File: config.mk
export PLATFORM = sky130hd
export DESIGN_NAME = block_stream_writer
export DESIGN_NICKNAME = d
export VERILOG_FILES = /design/src/rtl/dav_video_pkg.sv /design/src/rtl/block_stream_writer.sv
export SDC_FILE = /design/constraint.sdc
export NUM_CORES = 1
export LEC_CHECK = 0
export CORE_MARGIN = 5
export CORE_UTILIZATION = 30
export CTS_CLUSTER_DIAMETER = 120
export CTS_CLUSTER_SIZE = 28
export DETAILED_ROUTE_END_ITERATION = 8
export PLACE_DENSITY_LB_ADDON = 0.15
export SLEW_MARGIN = 20
export SYNTH_ARGS = -nofsm -noshare
export SYNTH_HDL_FRONTEND = slang
export SYNTH_SLANG_ARGS = --single-unit
File: constraint.sdc
create_clock -name clk -period 2 [get_ports clk]
set_input_delay 0.4 -clock clk [delete_from_list [all_inputs] [get_ports clk]]
set_output_delay 0.4 -clock clk [all_outputs]
set_load 0.05 [all_outputs]
File: src/rtl/dav_video_pkg.sv
// Shared video constants, cell-count helper and block-writer state type.
package dav_video_pkg;

    localparam int DEF_HPIXELS    = 640;
    localparam int DEF_VPIXELS    = 480;
    localparam int DEF_BLOCK_SIZE = 16;

    function automatic int cells_per_frame(input int hp, input int vp, input int bs);
        return (hp / bs) * (vp / bs);
    endfunction

    typedef enum logic [1:0] {
        WAIT_SOF,
        FILL,
        DONE
    } blk_wr_state_t;

endpackage

File: src/rtl/block_stream_writer.sv
// Streams one colour per block cell into the double buffer write port, restarting at every frame swap.
// Optional statistics counters are enabled with `define BLOCK_WRITER_STATS_EN.
module block_stream_writer
    import dav_video_pkg::*;
#(
    parameter int         HPIXELS    = DEF_HPIXELS,
    parameter int         VPIXELS    = DEF_VPIXELS,
    parameter int         BLOCK_SIZE = DEF_BLOCK_SIZE,
    parameter int         CELLS      = cells_per_frame(HPIXELS, VPIXELS, BLOCK_SIZE),
    parameter int         ADDR_W     = $clog2(CELLS),
    parameter logic [7:0] FILL_COLOR = 8'h00
) (
    input  logic              clk,
    input  logic              reset_n,
    input  logic [9:0]        hc,
    input  logic [9:0]        vc,
    input  logic              s_valid,
    input  logic [7:0]        s_data,
    output logic              s_ready,
    output logic [ADDR_W-1:0] write_addr,
    output logic [7:0]        wr_data,
    output logic              frame_done,
`ifdef BLOCK_WRITER_STATS_EN
    output logic [15:0]       frame_cnt,
    output logic [15:0]       underrun_cnt,
`endif
    output logic              underrun
);

    localparam logic [ADDR_W-1:0] LAST_ADDR = ADDR_W'(CELLS - 1);

    blk_wr_state_t     state;
    blk_wr_state_t     state_next;
    logic              swap;
    logic              accept;
    logic [ADDR_W-1:0] next_addr;

    assign swap   = (hc == 10'd0) && (vc == 10'd0);
    assign accept = s_valid && s_ready;

    always_ff @(posedge clk or negedge reset_n) begin
        if (!reset_n) begin
            state <= WAIT_SOF;
        end else begin
            state <= state_next;
        end
    end

    // A swap overrides everything, including a beat offered in the same cycle.
    always_comb begin
        state_next = state;
        s_ready    = 1'b0;
        if (swap) begin
            state_next = FILL;
        end else begin
            case (state)
                WAIT_SOF: state_next = WAIT_SOF;
                FILL: begin
                    s_ready = 1'b1;
                    if (s_valid && (next_addr == LAST_ADDR)) begin
                        state_next = DONE;
                    end
                end
                DONE:     state_next = DONE;
                default:  state_next = WAIT_SOF;
            endcase
        end
    end

    // The last cell parks the counter at LAST_ADDR instead of wrapping.
    always_ff @(posedge clk or negedge reset_n) begin
        if (!reset_n) begin
            next_addr  <= '0;
            write_addr <= '0;
            wr_data    <= FILL_COLOR;
            frame_done <= 1'b0;
            underrun   <= 1'b0;
        end else begin
            underrun <= swap && (state == FILL);
            if (swap) begin
                next_addr  <= '0;
                write_addr <= '0;
                wr_data    <= FILL_COLOR;
                frame_done <= 1'b0;
            end else if (accept) begin
                write_addr <= next_addr;
                wr_data    <= s_data;
                if (next_addr == LAST_ADDR) begin
                    frame_done <= 1'b1;
                end else begin
                    next_addr <= next_addr + 1'b1;
                end
            end
        end
    end

`ifdef BLOCK_WRITER_STATS_EN
    always_ff @(posedge clk or negedge reset_n) begin
        if (!reset_n) begin
            frame_cnt    <= 16'h0000;
            underrun_cnt <= 16'h0000;
        end else begin
            if (swap && (state == DONE) && (frame_cnt != 16'hFFFF)) begin
                frame_cnt <= frame_cnt + 16'h0001;
            end
            if (swap && (state == FILL) && (underrun_cnt != 16'hFFFF)) begin
                underrun_cnt <= underrun_cnt + 16'h0001;
            end
        end
    end
`endif

endmodule
==> impl_metrics.yaml <==
run_status:
  status: "finished, final reports clean"
detailed_routing:
  drt_iter0_drc: 47
  vias: 1336
  finalWirelength_um: 3980
  drt_pass1_iterations: 4
  drc: 0
  via_per_inst: 4.48
  antenna_left: 0
  detail_route.wl_per_cell_um: 13.4
synthesis:
  yosys_warnings: 0
  synth_fp_nets: 199
  synth_cells: 166
  seq_area_frac_synth: 0.553
  synth.distinct_cells: 29
  yosys-top-cells-area: "dfrtp_1 (55%), nand2_1 (10%), a21oi_1 (7.2%)"
  synth_area_um2: 1540
  async_flop_share: 1.00
  syn_area_per_cell_um2: 9.27
  netlist.area_leader.share: 0.553
  synth-seq-cells: 34
  synth_ff_type: "dfrtp_1"
  synth_edf_count: 0
  yosys.area.top_type: "dfrtp_1"
floorplan:
  die_w_um: 81.6
  dieHeight_um: 81.6
  start_util: 0.305
  die_area_um2: 6660
  io_pins: 53
  core_um2: 5040
  rows: 26
clock_network:
  cts_setup_buffers: 0
  h-tree-depth: 2
  cts_buffer_depth: 2
  ctsRootBufferMaster: "clkbuf_8"
  path_clk_slew_ns: 0.06
  clkLatencyLatePin_ns: 0.28
  hold_buffers: 0
  cts.sinks: 34
  cts_tree: "done"
  cts_buffers: 5
worst_setup_path:
  r2r_slack_ns: 0.19
  crit_chain: "clkdlybuf4s50_1, nor4_1, nand2_1, nor2_2, nor2b_1, buf_6"
  slowest_delay_ns: 0.40
  worst_setup_path_start_kind: "input port"
  reg2reg_depth: 4
  cp.arrival_ns: 1.54
  slowest_stage: "clkdlybuf4s50_1"
  end_kind: "output port"
  critPathKind: "in -> out"
  r2r-start: "next_addr[6]"
  critPathMaxFanout: 2
  timing.rr.end: "state[1]"
  crit_required_ns: 1.60
sta:
  worst_slew_pin_slew_ns: 0.509
  period_share: 0.971
  worst_clock_skew_ns: 0.00439
  fin_ws_ns: 0.0579
  finalCriticalPeriod_ns: 1.94
  maxSlewHeadroom: 0.660
  fmax_mhz: 515
  finalSetupTns_ns: 0
  maxSlewViolCount: 0
  setup_viol: 0
  hold_viol_final: 0
  rsz0062_at_grt: "false"
grt:
  grt_max_degree: 35
  grt_overflow_total: 0
  grt_pass1_wl_um: 6780
  grt.total_usage: 0.133
  grt_pass1_vias: 1388
  grt_antenna_before_repair: 0
placed_design:
  pre_cts_ws_ns: -0.0143
  place.detailed.hpwl_um: 2870
  io_buffers: 52
  gp_congestion: 0.769
finish:
  finalNetCount: 261
  drive_gt1_frac: 0.118
  multi_input_area_um2: 668
  fillers: 504
  syn_to_final_growth_pct: 52.3
  utilization: 0.465
  diodes: 0
  seq_area_um2: 851
pwr:
  total_power_mw: 1.41
  leakage_nw: 1.05
  vdd_drop_max_v: 0.000226
  p_per_area_nw_per_um2: 600
min_path:
  hold_path_depth: 2
  hold_class: "reg -> reg"
  min_from: "frame_done"
  min_to: "frame_done"
flow_run:
  drv_cap: 0
==> worst max-delay path: cells and delay by family <==
family | cells | cell delay [ns]
AND/OR/NAND/NOR | 4 | 0.58
buffers and inverters | 2 | 0.55
==> cell type report <==
cell class                      instances  area share
Inverter                                2     0.00320
Timing Repair Buffer                   63       0.263
Tap cell                               70      0.0374
Sequential cell                        34       0.363
Multi-Input combinational cell        122       0.285
Clock buffer                            6      0.0352
Clock inverter                          1      0.0128
==> synth_stat cells, drive strengths merged, types with 3 or more instances <==
cell type and number:
nand4 5, clkbuf 8, nor4 5, nand2 43, nor3 4, xor2 6, and2 3, nor2 12
dfrtp 34, a21oi 22, nand3 3
==> power breakdown <==
group,total (mW),internal [mW],switching [mW]
logic,0.0790,0.0537,0.0253
clock network,0.640,0.398,0.242
registers,0.687,0.687,0.000000794
==> placed cells by master, fill, tap and decap left out, drive strengths merged, types with 3 or more instances in the layout <==
cell	count
a21oi	22
and2	3
buf	12
clkbuf	6
clkdlybuf4s50	46
dfrtp	34
dlymetal6s2s	5
nand2	43
nand3	3
nand4	5
nor2	12
nor3	4
nor4	5
xor2	6
==> through the flow <==
stage	cells	cell area [µm²]	hold slack [ns]
floorplan	166	1540	0.104
global placement	291	2200	0.500
detailed placement	291	2200	0.506
CTS	298	2320	0.524
global route	298	2340	0.538
finish	298	2340	0.518
==> registers in the layout, summed over array words and instances (netlist names) <==
signal,flops
write_addr,11
state,2
wr_data,8
underrun,1
next_addr,11
frame_done,1
==> worst max path at each step <==
stage | startpoint | to | cells past startpoint | slack [ns]
2_1_floorplan | state[1] | s_ready | 4 | 0.10
3_3_place_gp | hc[8] | s_ready | 6 | 0.00003
3_5_place_dp | hc[8] | s_ready | 6 | -0.01
4_1_cts | hc[4] | s_ready | 6 | 0.01
5_1_grt | vc[2] | s_ready | 6 | 0.001
6_report | hc[4] | s_ready | 6 | 0.06
==> metal layers <==
layer	vias up	global-route usage	part of all wire	routed length, µm
li1	688	-	-	-
met1	615	0.170	0.44	1750
met2	27	0.215	0.49	1950
met3	6	0.0406	0.057	228
met4	0	0.0449	0.015	58
met5	-	0	0	0
==> timing repair <==
item	4_1_cts	5_1_grt
pin swaps	1	5
gates resized for setup	1	8
setup endpoints to repair	1	1
==> cells by family (layout without fill, tap and decap cells) <==
group,after synthesis,in the layout,share of synthesized area
DFF,34,34,0.553
muxes,1,1,0.00650
xor gates and xnor gates,7,7,0.0398
adders and majority gates,2,2,0.0163
AOI/OAI and AO/OA,26,26,0.0927
and+or+nand+nor,86,86,0.267
buffers and inverters,10,72,0.0244
Power figures use the tool's default switching activity.
